$ cat config.mk
export PLATFORM = sky130hd
export DESIGN_NAME = cv32e40p_prefetch_buffer_n
export DESIGN_NICKNAME = d
export VERILOG_FILES = /design/src/rtl/cv32e40p_prefetch_pkg.sv /design/src/rtl/cv32e40p_prefetch_fifo.sv /design/src/rtl/cv32e40p_prefetch_buffer_n.sv
export SDC_FILE = /design/constraint.sdc
export NUM_CORES = 1
export LEC_CHECK = 0
export BUFFER_PORTS_ARGS = -buffer_cell sky130_fd_sc_hd__buf_2
export CAP_MARGIN = 5
export CELL_PAD_IN_SITES_DETAIL_PLACEMENT = 2
export CELL_PAD_IN_SITES_GLOBAL_PLACEMENT = 2
export CORE_UTILIZATION = 32
export DETAILED_ROUTE_END_ITERATION = 6
export PLACE_DENSITY = 0.68
export SETUP_SLACK_MARGIN = 0.2
export SYNTH_ARGS = -nofsm -noshare
export SYNTH_HDL_FRONTEND = slang
export SYNTH_SLANG_ARGS = --single-unit
$ cat constraint.sdc
create_clock -name clk -period 8.5 [get_ports clk]
set_input_delay 1.275 -clock clk [delete_from_list [all_inputs] [get_ports clk]]
set_output_delay 1.275 -clock clk [all_outputs]
set_load 0.005 [all_outputs]
$ cat src/rtl/cv32e40p_prefetch_pkg.sv
`default_nettype none
// ============================================================================
// Module   : cv32e40p_prefetch_pkg
// Purpose  : Shared types for the parametrised instruction prefetch buffer.
// Revision : 1.0 - initial release
// ============================================================================
package cv32e40p_prefetch_pkg;

  // Width of the default instruction word carried by fetch_entry_t
  localparam int unsigned PF_DATA_W = 32;

  // One buffered fetch result: instruction word plus its bus-error flag
  typedef struct packed {
    logic [PF_DATA_W-1:0] data;
    logic                 err;
  } fetch_entry_t;

  // Request-side state of the OBI fetch port
  typedef enum logic [1:0] {
    IDLE             = 2'd0,
    WAIT_GNT         = 2'd1,
    WAIT_GNT_FLUSHED = 2'd2
  } pf_state_e;

endpackage
`default_nettype wire

$ cat src/rtl/cv32e40p_prefetch_fifo.sv
`default_nettype none
// ============================================================================
// Module   : cv32e40p_prefetch_fifo
// Purpose  : Synchronous FIFO with flush, occupancy count and empty/full.
// Revision : 1.0 - initial release
// ============================================================================
module cv32e40p_prefetch_fifo #(
  parameter int unsigned DEPTH = 4,
  parameter int unsigned WIDTH = 33
) (
  input  logic                       clk,
  input  logic                       rst_n,
  input  logic                       flush_i,
  input  logic                       push_i,
  input  logic [WIDTH-1:0]           wdata_i,
  input  logic                       pop_i,
  output logic [WIDTH-1:0]           rdata_o,
  output logic                       empty_o,
  output logic                       full_o,
  output logic [$clog2(DEPTH+1)-1:0] cnt_o
);

  localparam int unsigned PTR_W = $clog2(DEPTH);
  localparam int unsigned CNT_W = $clog2(DEPTH+1);

  logic [WIDTH-1:0] mem_q [DEPTH];
  logic [PTR_W-1:0] rptr_q;
  logic [PTR_W-1:0] wptr_q;
  logic [CNT_W-1:0] cnt_q;

  // Pointers and count; flush empties the FIFO in one cycle
  always_ff @(posedge clk or negedge rst_n) begin
    if (!rst_n) begin
      rptr_q <= '0;
      wptr_q <= '0;
      cnt_q  <= '0;
    end else if (flush_i) begin
      rptr_q <= '0;
      wptr_q <= '0;
      cnt_q  <= '0;
    end else begin
      if (push_i) wptr_q <= wptr_q + PTR_W'(1);
      if (pop_i)  rptr_q <= rptr_q + PTR_W'(1);
      cnt_q <= cnt_q + CNT_W'(push_i) - CNT_W'(pop_i);
    end
  end

  // Storage is data-only and needs no reset; reads are qualified by empty
  always_ff @(posedge clk) begin
    if (push_i) mem_q[wptr_q] <= wdata_i;
  end

  assign rdata_o = mem_q[rptr_q];
  assign empty_o = (cnt_q == '0);
  assign full_o  = (cnt_q == CNT_W'(DEPTH));
  assign cnt_o   = cnt_q;

endmodule
`default_nettype wire

$ cat src/rtl/cv32e40p_prefetch_buffer_n.sv
`default_nettype none
// ============================================================================
// Module   : cv32e40p_prefetch_buffer_n
// Purpose  : Instruction prefetcher with configurable FIFO depth and number
//            of outstanding OBI requests; flushes on branch / hwloop jump.
// Revision : 1.0 - initial release
// ============================================================================
module cv32e40p_prefetch_buffer_n
  import cv32e40p_prefetch_pkg::*;
#(
  parameter int unsigned DEPTH   = 4,
  parameter int unsigned MAX_OUT = 2,
  parameter int unsigned ADDR_W  = 32,
  parameter int unsigned DATA_W  = 32
) (
  input  logic                       clk,
  input  logic                       rst_n,
  input  logic                       req_i,
  input  logic                       branch_i,
  input  logic [ADDR_W-1:0]          branch_addr_i,
  input  logic                       hwlp_jump_i,
  input  logic [ADDR_W-1:0]          hwlp_target_i,
  input  logic                       fetch_ready_i,
  output logic                       fetch_valid_o,
  output logic [DATA_W-1:0]          fetch_rdata_o,
  output logic                       fetch_err_o,
  output logic                       instr_req_o,
  input  logic                       instr_gnt_i,
  output logic [ADDR_W-1:0]          instr_addr_o,
  input  logic [DATA_W-1:0]          instr_rdata_i,
  input  logic                       instr_rvalid_i,
  input  logic                       instr_err_i,
  output logic [$clog2(DEPTH+1)-1:0] fifo_cnt_o,
  output logic                       busy_o
);

  localparam int unsigned CNT_W = $clog2(DEPTH+1);
  localparam int unsigned SUM_W = CNT_W + 1;
  localparam int unsigned ENT_W = DATA_W + 1;
  localparam logic [ADDR_W-1:0] ALIGN_MASK = ~ADDR_W'(3);
  localparam logic [CNT_W-1:0]  MAX_OUT_C  = CNT_W'(MAX_OUT);
  localparam logic [SUM_W-1:0]  DEPTH_C    = SUM_W'(DEPTH);

  pf_state_e         state_q;
  logic [ADDR_W-1:0] addr_q;
  logic [ADDR_W-1:0] pend_addr_q;
  logic [CNT_W-1:0]  out_cnt_q;
  logic [CNT_W-1:0]  out_cnt_d;
  logic [CNT_W-1:0]  discard_cnt_q;
  logic [CNT_W-1:0]  discard_cnt_d;
  logic [CNT_W-1:0]  fifo_cnt_d;

  logic              w_flush;
  logic [ADDR_W-1:0] w_target;
  logic              w_gnt;
  logic              w_drop;
  logic              w_keep;
  logic              w_bypass;
  logic              w_push;
  logic              w_pop;
  logic              w_can_issue;
  logic              w_late_junk;
  logic              w_fifo_empty;
  logic              w_fifo_full;
  logic [CNT_W-1:0]  w_fifo_cnt;
  logic [ENT_W-1:0]  w_fifo_head;

  // Branch wins over a simultaneous hardware-loop jump
  assign w_flush  = branch_i | hwlp_jump_i;
  assign w_target = (branch_i ? branch_addr_i : hwlp_target_i) & ALIGN_MASK;

  assign w_gnt    = instr_req_o & instr_gnt_i;
  assign w_drop   = instr_rvalid_i & (discard_cnt_q != '0);
  assign w_keep   = instr_rvalid_i & ~w_drop;
  assign w_bypass = w_keep & w_fifo_empty & fetch_ready_i & ~w_flush;
  assign w_push   = w_keep & ~w_bypass & ~w_flush;
  assign w_pop    = ~w_fifo_empty & fetch_ready_i & ~w_flush;

  assign out_cnt_d  = out_cnt_q + CNT_W'(w_gnt) - CNT_W'(instr_rvalid_i);
  assign fifo_cnt_d = w_flush ? '0 : (w_fifo_cnt + CNT_W'(w_push) - CNT_W'(w_pop));

  // Every outstanding request reserves a FIFO slot, so pushes never overflow
  assign w_can_issue = (out_cnt_d < MAX_OUT_C) &&
                       (({1'b0, fifo_cnt_d} + {1'b0, out_cnt_d}) < DEPTH_C);

  // The request held across a flush is granted later and must be discarded too
  assign w_late_junk   = (state_q == WAIT_GNT_FLUSHED) & w_gnt;
  assign discard_cnt_d = w_flush ? out_cnt_d
                                 : (discard_cnt_q - CNT_W'(w_drop) + CNT_W'(w_late_junk));

  // Request FSM, fetch address and outstanding/discard bookkeeping
  always_ff @(posedge clk or negedge rst_n) begin
    if (!rst_n) begin
      state_q       <= IDLE;
      addr_q        <= '0;
      pend_addr_q   <= '0;
      out_cnt_q     <= '0;
      discard_cnt_q <= '0;
    end else begin
      out_cnt_q     <= out_cnt_d;
      discard_cnt_q <= discard_cnt_d;
      case (state_q)
        IDLE: begin
          if (w_flush) addr_q <= w_target;
          if (req_i && w_can_issue) state_q <= WAIT_GNT;
        end
        WAIT_GNT: begin
          if (w_gnt) begin
            addr_q  <= w_flush ? w_target : (addr_q + ADDR_W'(4));
            state_q <= (req_i && w_can_issue) ? WAIT_GNT : IDLE;
          end else if (w_flush) begin
            // OBI forbids changing an ungranted request: park the new target
            pend_addr_q <= w_target;
            state_q     <= WAIT_GNT_FLUSHED;
          end
        end
        WAIT_GNT_FLUSHED: begin
          if (w_gnt) begin
            addr_q  <= w_flush ? w_target : pend_addr_q;
            state_q <= (req_i && w_can_issue) ? WAIT_GNT : IDLE;
          end else if (w_flush) begin
            pend_addr_q <= w_target;
          end
        end
        default: state_q <= IDLE;
      endcase
    end
  end

  cv32e40p_prefetch_fifo #(
    .DEPTH (DEPTH),
    .WIDTH (ENT_W)
  ) u_fifo (
    .clk     (clk),
    .rst_n   (rst_n),
    .flush_i (w_flush),
    .push_i  (w_push),
    .wdata_i ({instr_rdata_i, instr_err_i}),
    .pop_i   (w_pop),
    .rdata_o (w_fifo_head),
    .empty_o (w_fifo_empty),
    .full_o  (w_fifo_full),
    .cnt_o   (w_fifo_cnt)
  );

  // Consumer side: FIFO head first, else same-cycle response; silent on flush
  always_comb begin
    fetch_valid_o = 1'b0;
    fetch_rdata_o = '0;
    fetch_err_o   = 1'b0;
    if (!w_flush) begin
      if (!w_fifo_empty) begin
        fetch_valid_o = 1'b1;
        fetch_rdata_o = w_fifo_head[ENT_W-1:1];
        fetch_err_o   = w_fifo_head[0];
      end else if (w_keep) begin
        fetch_valid_o = 1'b1;
        fetch_rdata_o = instr_rdata_i;
        fetch_err_o   = instr_err_i;
      end
    end
  end

  assign instr_req_o  = (state_q != IDLE);
  assign instr_addr_o = addr_q;
  assign fifo_cnt_o   = w_fifo_cnt;
  assign busy_o       = instr_req_o | (out_cnt_q != '0);

  a_no_orphan_rvalid: assert property (@(posedge clk) disable iff (!rst_n)
    instr_rvalid_i |-> (out_cnt_q != '0));
  a_no_overflow: assert property (@(posedge clk) disable iff (!rst_n)
    w_push |-> (!w_fifo_full || w_pop));

endmodule
`default_nettype wire

======== Word-level counts from Yosys, hierarchy flattened ========
Memory sizes are Yosys's and may differ from the RTL's.
Index checks and enable logic that the tools add are counted.
storage, ports and cells
  bits in writable memories ............... 132
  memories kept ........................... 1
  output and inout bits ................... 71
  word-level logic and storage cells ...... 90
  register bits ........................... 79
  bits of input ports ..................... 105
cells by class
  reductions and logical operators ........ 14
  order comparisons ....................... 2
  mux-type cells .......................... 30
  add/sub/neg operators ................... 10
  bitwise gates (word level) .............. 18
  equality and inequality tests ........... 7
memory list
  name          depth  width  rd ports  clocked after Yosys merged registers in  wr ports  RTL line                      text
  u_fifo.mem_q  4      33     1         0                                        1         cv32e40p_prefetch_fifo.sv:26  logic [WIDTH-1:0] mem_q [DEPTH];
operators by type and width
  operator                 count
  $mux W32                 9
  $pmux W32 S3             1
  $add A32 B3 Y32 const B  1
  $mux W2                  8
  $and A1 B1 Y1            11
  $add A3 B1 Y3            3
  $mux W1                  9
  $reduce_bool A3 Y1       3
  $sub A3 B1 Y3            3
  $ne A2 B2 Y1 const B     4
  $mux W3                  2
  $pmux W2 S3              1
  $reduce_bool A2 Y1       3
  $not A1 Y1               5
  $add A2 B1 Y2 const B    2
  $add A3 B3 Y4            1
  $lt A4 B3 Y1 const B     1
  $reduce_and A4 Y1        1
  $logic_not A3 Y1         1
  $lt A3 B2 Y1 const B     1
  $ne A3 B3 Y1 const B     1
  $reduce_and A3 Y1        1
  $eq A2 B1 Y1 const B     1
  $eq A2 B2 Y1 const B     1
  other kinds (5)          7

======== Longest topological paths before layout ========
Gate-level depths: netlist of run 1.
  depth in word-level cells ............... 20
  mapped depth ............................ 18
  mapped depth without buffers ............ 18

======== By module ========
A second synthesis of run 1 with hierarchy kept.
second synthesis, totals
  cell total of the unflattened synthesis .. 830
  area, all modules ....................... 10283.6 um2
modules (own cells, without submodules)
  module                      times used  cells each  area each (um2)  sequential area each (um2)
  cv32e40p_prefetch_fifo      1           211         5245.0           4139.0
  cv32e40p_prefetch_buffer_n  1           619         5038.6           1801.7

======== Worst setup path before layout of run 1 ========
OpenSTA, ideal clock, no wires.
  path kind ............................... input -> register
  start point ............................. in hwlp_jump_i
  end point ............................... reg state_q[1]
  required time ........................... 8.373 ns
  slack ................................... 3.393 ns
  buffers on the path ..................... 2
  data arrival time ....................... 4.980 ns
  setup time .............................. 0.127 ns
  cell stages on the path ................. 18
  cell sequence ........................... or2_2 -> clkbuf_1 -> clkbuf_1 -> nor2_1 -> ha_1 -> inv_1 -> ha_1 -> inv_1 -> fa_1 -> xor2_1 -> xnor2_1 -> nor2_1 -> ha_1 -> or4bb_1 -> a2111oi_2 -> mux2_2 -> a222oi_1 -> inv_1
on the way
  word-level cells in the longest chain between the ends .. 15
  elaborated cells between the ends (all ways) .. 17
  those cells by class .................... 3 x add/sub; 1 x order compare; 2 x eq/ne; 1 x mux; 7 x bitwise; 3 x reduce/logical
RTL lines
  what                                    RTL line                                                                                              text
  start: declaration                      cv32e40p_prefetch_buffer_n.sv:21                                                                      input logic hwlp_jump_i,
  $or A1 B1 Y1 (*)                        cv32e40p_prefetch_buffer_n.sv:69                                                                      assign w_flush = branch_i | hwlp_jump_i;
  $not A1 Y1                              cv32e40p_prefetch_buffer_n.sv:75, cv32e40p_prefetch_buffer_n.sv:76, cv32e40p_prefetch_buffer_n.sv:77
  $and A1 B1 Y1                           cv32e40p_prefetch_buffer_n.sv:75                                                                      assign w_bypass = w_keep & w_fifo_empty & fetch_ready_i & ~w_flush;
  $not A1 Y1                              cv32e40p_prefetch_buffer_n.sv:76                                                                      assign w_push = w_keep & ~w_bypass & ~w_flush;
  $and A1 B1 Y1 (2 in a row)              cv32e40p_prefetch_buffer_n.sv:76
  $add A3 B1 Y3                           cv32e40p_prefetch_buffer_n.sv:80                                                                      assign fifo_cnt_d = w_flush ? '0 : (w_fifo_cnt + CNT_W'(w_push) - CNT_W'(w_pop));
  $sub A3 B1 Y3                           cv32e40p_prefetch_buffer_n.sv:80
  $mux W3 (*)                             cv32e40p_prefetch_buffer_n.sv:80
  via fifo_cnt_d[2]                       cv32e40p_prefetch_buffer_n.sv:51                                                                      logic [CNT_W-1:0] fifo_cnt_d;
  $add A3 B3 Y4 (*)                       cv32e40p_prefetch_buffer_n.sv:84                                                                      (({1'b0, fifo_cnt_d} + {1'b0, out_cnt_d}) < DEPTH_C);
  $lt A4 B3 Y1 (*)                        cv32e40p_prefetch_buffer_n.sv:84
  $logic_and A1 B1 Y1 (*)                 cv32e40p_prefetch_buffer_n.sv:83                                                                      assign w_can_issue = (out_cnt_d < MAX_OUT_C) &&
  $logic_and A1 B1 Y1 (*)                 cv32e40p_prefetch_buffer_n.sv:105                                                                     if (req_i && w_can_issue) state_q <= WAIT_GNT;
  $ne A2 B2 Y1 (no source line) (*)       n/a
  $reduce_and A3 Y1 (no source line) (*)  n/a
  end signal: assignment                  cv32e40p_prefetch_buffer_n.sv:110                                                                     state_q <= (req_i && w_can_issue) ? WAIT_GNT : IDLE;
  end signal: assignment                  cv32e40p_prefetch_buffer_n.sv:120                                                                     state_q <= (req_i && w_can_issue) ? WAIT_GNT : IDLE;
  end: declaration                        cv32e40p_prefetch_buffer_n.sv:44                                                                      pf_state_e state_q;
Mark *: on every way through the listed nets, which the timed path passes. The rest lies on a longest branch.
A chain may end at the register's enable or synchronous reset.

======== Worst setup path after layout of run 1 ========
  start point ............................. in branch_i
  end point ............................... reg state_q[1]
on the way
  word-level cells in the longest chain between the ends .. 15
  elaborated cells between the ends (all ways) .. 17
  those cells by class .................... 3 x add/sub; 1 x order compare; 2 x eq/ne; 1 x mux; 7 x bitwise; 3 x reduce/logical
RTL lines
  what                                    RTL line                                                                                              text
  start: declaration                      cv32e40p_prefetch_buffer_n.sv:19                                                                      input logic branch_i,
  $or A1 B1 Y1 (*)                        cv32e40p_prefetch_buffer_n.sv:69
  $not A1 Y1                              cv32e40p_prefetch_buffer_n.sv:75, cv32e40p_prefetch_buffer_n.sv:76, cv32e40p_prefetch_buffer_n.sv:77
  $and A1 B1 Y1                           cv32e40p_prefetch_buffer_n.sv:75
  $not A1 Y1                              cv32e40p_prefetch_buffer_n.sv:76
  $and A1 B1 Y1 (2 in a row)              cv32e40p_prefetch_buffer_n.sv:76
  $add A3 B1 Y3                           cv32e40p_prefetch_buffer_n.sv:80
  $sub A3 B1 Y3                           cv32e40p_prefetch_buffer_n.sv:80
  $mux W3 (*)                             cv32e40p_prefetch_buffer_n.sv:80
  via fifo_cnt_d[2]                       cv32e40p_prefetch_buffer_n.sv:51
  $add A3 B3 Y4 (*)                       cv32e40p_prefetch_buffer_n.sv:84
  $lt A4 B3 Y1 (*)                        cv32e40p_prefetch_buffer_n.sv:84
  $logic_and A1 B1 Y1 (*)                 cv32e40p_prefetch_buffer_n.sv:83
  $logic_and A1 B1 Y1 (*)                 cv32e40p_prefetch_buffer_n.sv:105
  $ne A2 B2 Y1 (no source line) (*)       n/a
  $reduce_and A3 Y1 (no source line) (*)  n/a
Marks and branches as above.

==> results.cfg, run 1 <==
[critical_path]
worstSetupPathType = in -> reg
cp.required_ps = 8900
crit_chain = buf_2, buf_4, or2_2, buf_4, nor2_1, ha_1, inv_1, ha_1, inv_1, fa_1, xor2_1, xnor2_1, nor2_1, ha_1, or4bb_1, a2111oi_2, mux2_2, a222oi_1, inv_1
worstPathArrival_ps = 5590
critPathCaptureType = flip-flop
start_kind = input port
crit_path_max_incr_delay_ps = 490
slowest_stage = or4bb_1
critPathMaxFanout = 28

[timing]
hold_viol_final = 0
maxSlewViolCount = 0
layout_setup_ws_ps = 3315
setup_violations = 0
slew_headroom = 0.3564
rsz0062_at_grt = no
tns_ps = 0
clock_skew_ps = 18.30
worst_slew_pin_slew_ps = 965.4
finalCritPeriodShare = 0.6100
fmax_mhz = 192.9
period_needed_ps = 5185

[placement]
hpwlAfterDp_um = 22540
dp_slack_ps = 2703
post-place-cells = 1426
gp_congestion = 0.7321
port_buffers = 171

[finish]
layout-drive-gt1-share = 0.2610
nFillCells = 3336
stdcell_count = 1471
synthToLayoutAreaGrowth_pct = 21.20
diodes = 0
final_cell_mix = buf_2, nand2_1, edfxtp_1
final_nets = 1176
layout_commonest_cell = buf_2

[cts]
clk-insertion-delay-late_ps = 520
clk_pin_slew_worst_paths_ps = 60
cts_num_sinks = 211
ctsLongestPathBuffers = 3
htreeDepth = 1
cts-root-buf = clkbuf_16
cts_tree = done
cts_setup_buffers = 0
cts_resized = 0
postCtsHoldBufs = 0
numCtsBuffers = 25

[routing]
vias_per_cell = 5.402
drt_wl_total_um = 33230
drtPass1Iterations = 5
avgRoutedWirePerCell_um = 22.59
drc = 0
initialDrtViolationCount = 360
antenna_left = 0
route.vias.total = 7946

[power]
peakVddDrop_mv = 0.1339
power_density_nw_per_um2 = 283.5
leakage_nw = 4.964

[yosys]
postSynthAreaPerCell_um2 = 11.64
syn_area_um2 = 10330
ys.flop_type = edfxtp_1
synthCells = 887
synth-edff-count = 132
ys.warnings.count = 0
syn_nets = 1012
synth_seq_cells = 211
ys_seq_area_frac = 0.5752
synth_async_sr_flop_share = 0.3744
synth.distinct_cells = 71

[floorplanning]
die_width_um = 181.6
ioPinCount = 176
initial_core_util = 0.3264
die-area_um2 = 32990
rows = 65
dieHeight_um = 181.6
fp.coreArea_um2 = 31640

[global_route]
antenna_found_initial = 0
track_usage = 0.2044
grt_pass1_wl_um = 51940
grt_max_degree = 63
grt_pass1_vias = 8643
grt-ovfl-total = 0

[job]
cap_violations = 0

[outcome]
status = complete, no violations

[hold_path]
hold_path_class = reg -> reg
## worst max-delay path: cells and delay by family
kind	cells	cell delay [ps]
simple gates	4	940
compound gates	2	680
buf+inv	6	910
fa+ha+maj	4	1070
xor+xnor	2	300
mux	1	400
## registers in the layout (all words and copies together) (netlist names)
register       flops
state_q            2
instr_addr_o      32
discard_cnt_q      3
pend_addr_q       32
u_fifo.wptr_q      2
u_fifo.mem_q     132
u_fifo.cnt_o       3
u_fifo.rptr_q      2
out_cnt_q          3
## power by group
group	switching [mW]	leakage, nW	total [mW]	internal (mW)
Sequential	0.179	2.17	1.44	1.26
Clock	0.431	0.405	1.12	0.693
Combinational	0.615	2.38	0.986	0.371
Total	1.22	4.96	3.55	2.32
## worst paths after layout
| kind | depth (start not counted) | startpoint | to | slack, ps |
|---|---|---|---|---|
| max in group asynchronous | 2 | rst_n | u_fifo.cnt_o[1] | 6720 |
| setup / recovery | 19 | branch_i | state_q[1] | 3310 |
| hold reg to reg | 2 | pend_addr_q[9] | pend_addr_q[9] | 480 |
| hold / removal | 2 | pend_addr_q[9] | pend_addr_q[9] | 480 |
| min in group asynchronous | 1 | rst_n | instr_addr_o[1] | 620 |
| setup reg to reg | 17 | u_fifo.cnt_o[1] | state_q[1] | 3450 |
## logic make-up (layout without fill, tap and decap cells)
| kind of cell | count (synthesis) | in the layout | synth area share |
|---|---|---|---|
| mux | 66 | 66 | 0.1044 |
| compound gates | 215 | 215 | 0.1272 |
| xor+xnor | 9 | 9 | 0.009086 |
| flops | 211 | 211 | 0.5752 |
| simple gates | 289 | 289 | 0.1287 |
| buf+inv | 77 | 259 | 0.02895 |
| fa+ha+maj | 20 | 20 | 0.02641 |
## layout make-up
class,count,area (um^2),share of cell area
Timing Repair Buffer,190,1001,0.07997
Sequential cell,211,5943,0.4748
Clock buffer,31,648.1,0.05178
Tap cell,402,503.0,0.04018
Inverter,24,90.09,0.007197
Clock inverter,14,202.7,0.01619
Multi-Input combinational cell,599,4129,0.3299
## per-layer routing
layer / GRT usage / routed length (um)
met1: 0.2817 / 15290
met2: 0.3460 / 16260
met3: 0.02587 / 1257
met4: 0.03966 / 429
met5: 0 / 0
## cells in the mapped netlist (all sizes together) (5+ instances only)
cell type,n,area share
edfxtp,132,0.38
o21ai,88,0.043
and3,5,0.0030
nand3,18,0.0087
ha,17,0.021
or4,5,0.0036
a221o,5,0.0048
a31oi,9,0.0055
mux4,33,0.072
nand2b,7,0.0042
nor2,41,0.015
mux2i,29,0.028
a21oi,58,0.028
inv,23,0.0084
nor4,9,0.0055
nor3,17,0.0082
clkbuf,43,0.016
o2bb2ai,9,0.0076
nand2,152,0.055
buf,10,0.0046
nand4,8,0.0055
dfrtp,79,0.19
## metrics by stage
stage                 util  power [mW]  instance area (um^2)  hold slack [ps]
floorplan                -       2.010                 10330            444.7
global placement    0.3688       2.408                 11670            461.1
detailed placement  0.3688       2.454                 11670            470.8
CTS                 0.3957       3.600                 12520            484.6
global route        0.3957       3.769                 12520            507.4
finish              0.3957       3.549                 12520            477.0
Power figures use the tool's default switching activity.
==> inputs of run 2 (changes only) <==
- clock period: 8.5 -> 5.2 ns (I/O delays scaled with it)
==> results.cfg, run 2 (synthesis results as in run 1) <==
[floorplanning]
ioPinCount = 176
die_width_um = 181.6
fp.coreArea_um2 = 31640
dieHeight_um = 181.6
die-area_um2 = 32990
rows = 65
initial_core_util = 0.3264

[routing]
antenna_left = 0
drtPass1Iterations = 4
route.vias.total = 8004
initialDrtViolationCount = 330
drt_wl_total_um = 32890
avgRoutedWirePerCell_um = 22.34
drc = 0
vias_per_cell = 5.438

[global_route]
antenna_found_initial = 0
grt_max_degree = 60
grt_pass1_vias = 8643
grt-ovfl-total = 0
grt_pass1_wl_um = 51360
track_usage = 0.2025

[outcome]
status = complete, no violations

[finish]
final_nets = 1177
register_area_um2 = 5943
final_cell_mix = buf_2, nand2_1, edfxtp_1
synthToLayoutAreaGrowth_pct = 21.07
largest_register_ffs = 132
multiInputGateArea_um2 = 4128
diodes = 0
layout-drive-gt1-share = 0.2589
largest_register = u_fifo.mem_q
finalInstanceArea_um2 = 12500
layout_commonest_cell = buf_2
nFillCells = 3355

[power]
power_mw = 5.761
p_int_mw = 3.756
switching_share = 0.3480
power_density_nw_per_um2 = 460.8
pwr-share-comb = 0.281
clkPwrFrac = 0.311
leakage_nw = 4.960
peakVddDrop_mv = 0.2556
p_switching_mw = 2.005
power_frac_seq = 0.407

[critical_path]
critical-path-top-delay-family = simple AND/OR/NAND/NOR gates
start_kind = flip-flop
crit_path_max_incr_delay_ps = 490
critPathMaxFanout = 7
cp.required_ps = 5630
crit_chain = nor3_1, nand2_1, a21oi_1, buf_4, nand2_1, ha_1, inv_1, ha_1, inv_1, fa_1, xor2_1, xnor2_1, nor2_1, ha_1, or4bb_1, a2111oi_2, mux2_2, a222oi_1, inv_1
slowest_stage = or4bb_1
critPathBufInv = 4
worstSetupPathType = reg -> reg
critPathCaptureType = flip-flop
worstPathArrival_ps = 4980

[timing]
clock_skew_ps = 15.56
setup_violations = 0
slew_headroom = 0.1811
rsz0062_at_grt = no
tns_ps = 0
fmax_mhz = 219.6
hold_viol_final = 0
layout_setup_ws_ps = 647.0
maxSlewViolCount = 0
finalCritPeriodShare = 0.8756
period_needed_ps = 4553
worst_slew_pin_slew_ps = 1226

[cts]
postCtsHoldBufs = 0
ctsLongestPathBuffers = 3
cts_num_sinks = 211
cts_tree = done
clk_pin_slew_worst_paths_ps = 60
clk-insertion-delay-late_ps = 540
cts_resized = 0
htreeDepth = 1
cts-root-buf = clkbuf_16
cts_setup_buffers = 0
numCtsBuffers = 25

[job]
cap_violations = 0

[placement]
gp_congestion = 0.7540
dp_slack_ps = 432.2
port_buffers = 171
post_dp_cell_area_um2 = 11670
hpwlAfterDp_um = 22540

[hold_path]
hold_path_class = in -> async
## run 2: cell count changes in the layout (fill, tap and decap cells not counted)
cell       before  now
or3_1           1    2
inv_16          0    1
clkbuf_1        6    7
bufinv_16       5    4
inv_6           2    0
clkinv_1        5    6
or3_2           1    0
buf_4          20   21
## run 2: cell type report
cell class,instances,share of cell area
flip-flops and latches,211,0.4753
multi-input cells,599,0.3301
repair buffers,191,0.08066
clock buffers,32,0.05214
well taps,402,0.04023
clock inverters,13,0.01431
inverters,24,0.007205
## run 2: path summary, 6_finish.rpt
check / depth (start not counted) / to / start / slack [ps]
max: 19 / state_q[1] / discard_cnt_q[1] / 650
min: 1 / instr_addr_o[26] / rst_n / 260
max reg2reg: 19 / state_q[1] / discard_cnt_q[1] / 650
min reg2reg: 2 / pend_addr_q[31] / pend_addr_q[31] / 480
max in group asynchronous: 2 / u_fifo.rptr_q[1] / rst_n / 3920
min in group clk: 1 / u_fifo.mem_q[1][22] / instr_rdata_i[21] / 480
## run 2: power by group through the flow
stage	clock network (mW)	registers (mW)	logic [mW]
after detailed placement	0	2.38	1.64
final	1.79	2.35	1.62
after global placement	0	2.37	1.58
after floorplan	0	2.30	0.987
after CTS	1.84	2.35	1.65
after global routing	1.91	2.39	1.84
## run 2: stage by stage
step / instances / utilization / hold WS, ps
final: 1472 / 0.3952 / 262.2
after global routing: 1472 / 0.3952 / 290.9
after CTS: 1472 / 0.3952 / 268.1
after detailed placement: 1427 / 0.3690 / 473.7
after global placement: 1427 / 0.3690 / 460.4
after floorplan: 887 / - / 444.7
## run 2: metal layers
metal,vias to the layer above,part of all wire,track usage
li1,3650,-,-
met1,4132,0.46,0.2795
met2,180,0.48,0.3392
met3,42,0.039,0.02447
met4,0,0.019,0.04881
met5,-,0,0
## run 2: worst register-to-register path: cells and delay by family, from the launching register on
| family | cells | cell delay (ps) |
|---|---|---|
| adder cells (fa/ha/maj) | 4 | 1020 |
| XOR/XNOR | 2 | 290 |
| AO/OA/AOI/OAI | 3 | 800 |
| AND/OR/NAND/NOR | 5 | 1170 |
| multiplexers | 1 | 400 |
| flip-flops | 1 | 420 |
| buffers and inverters | 4 | 340 |
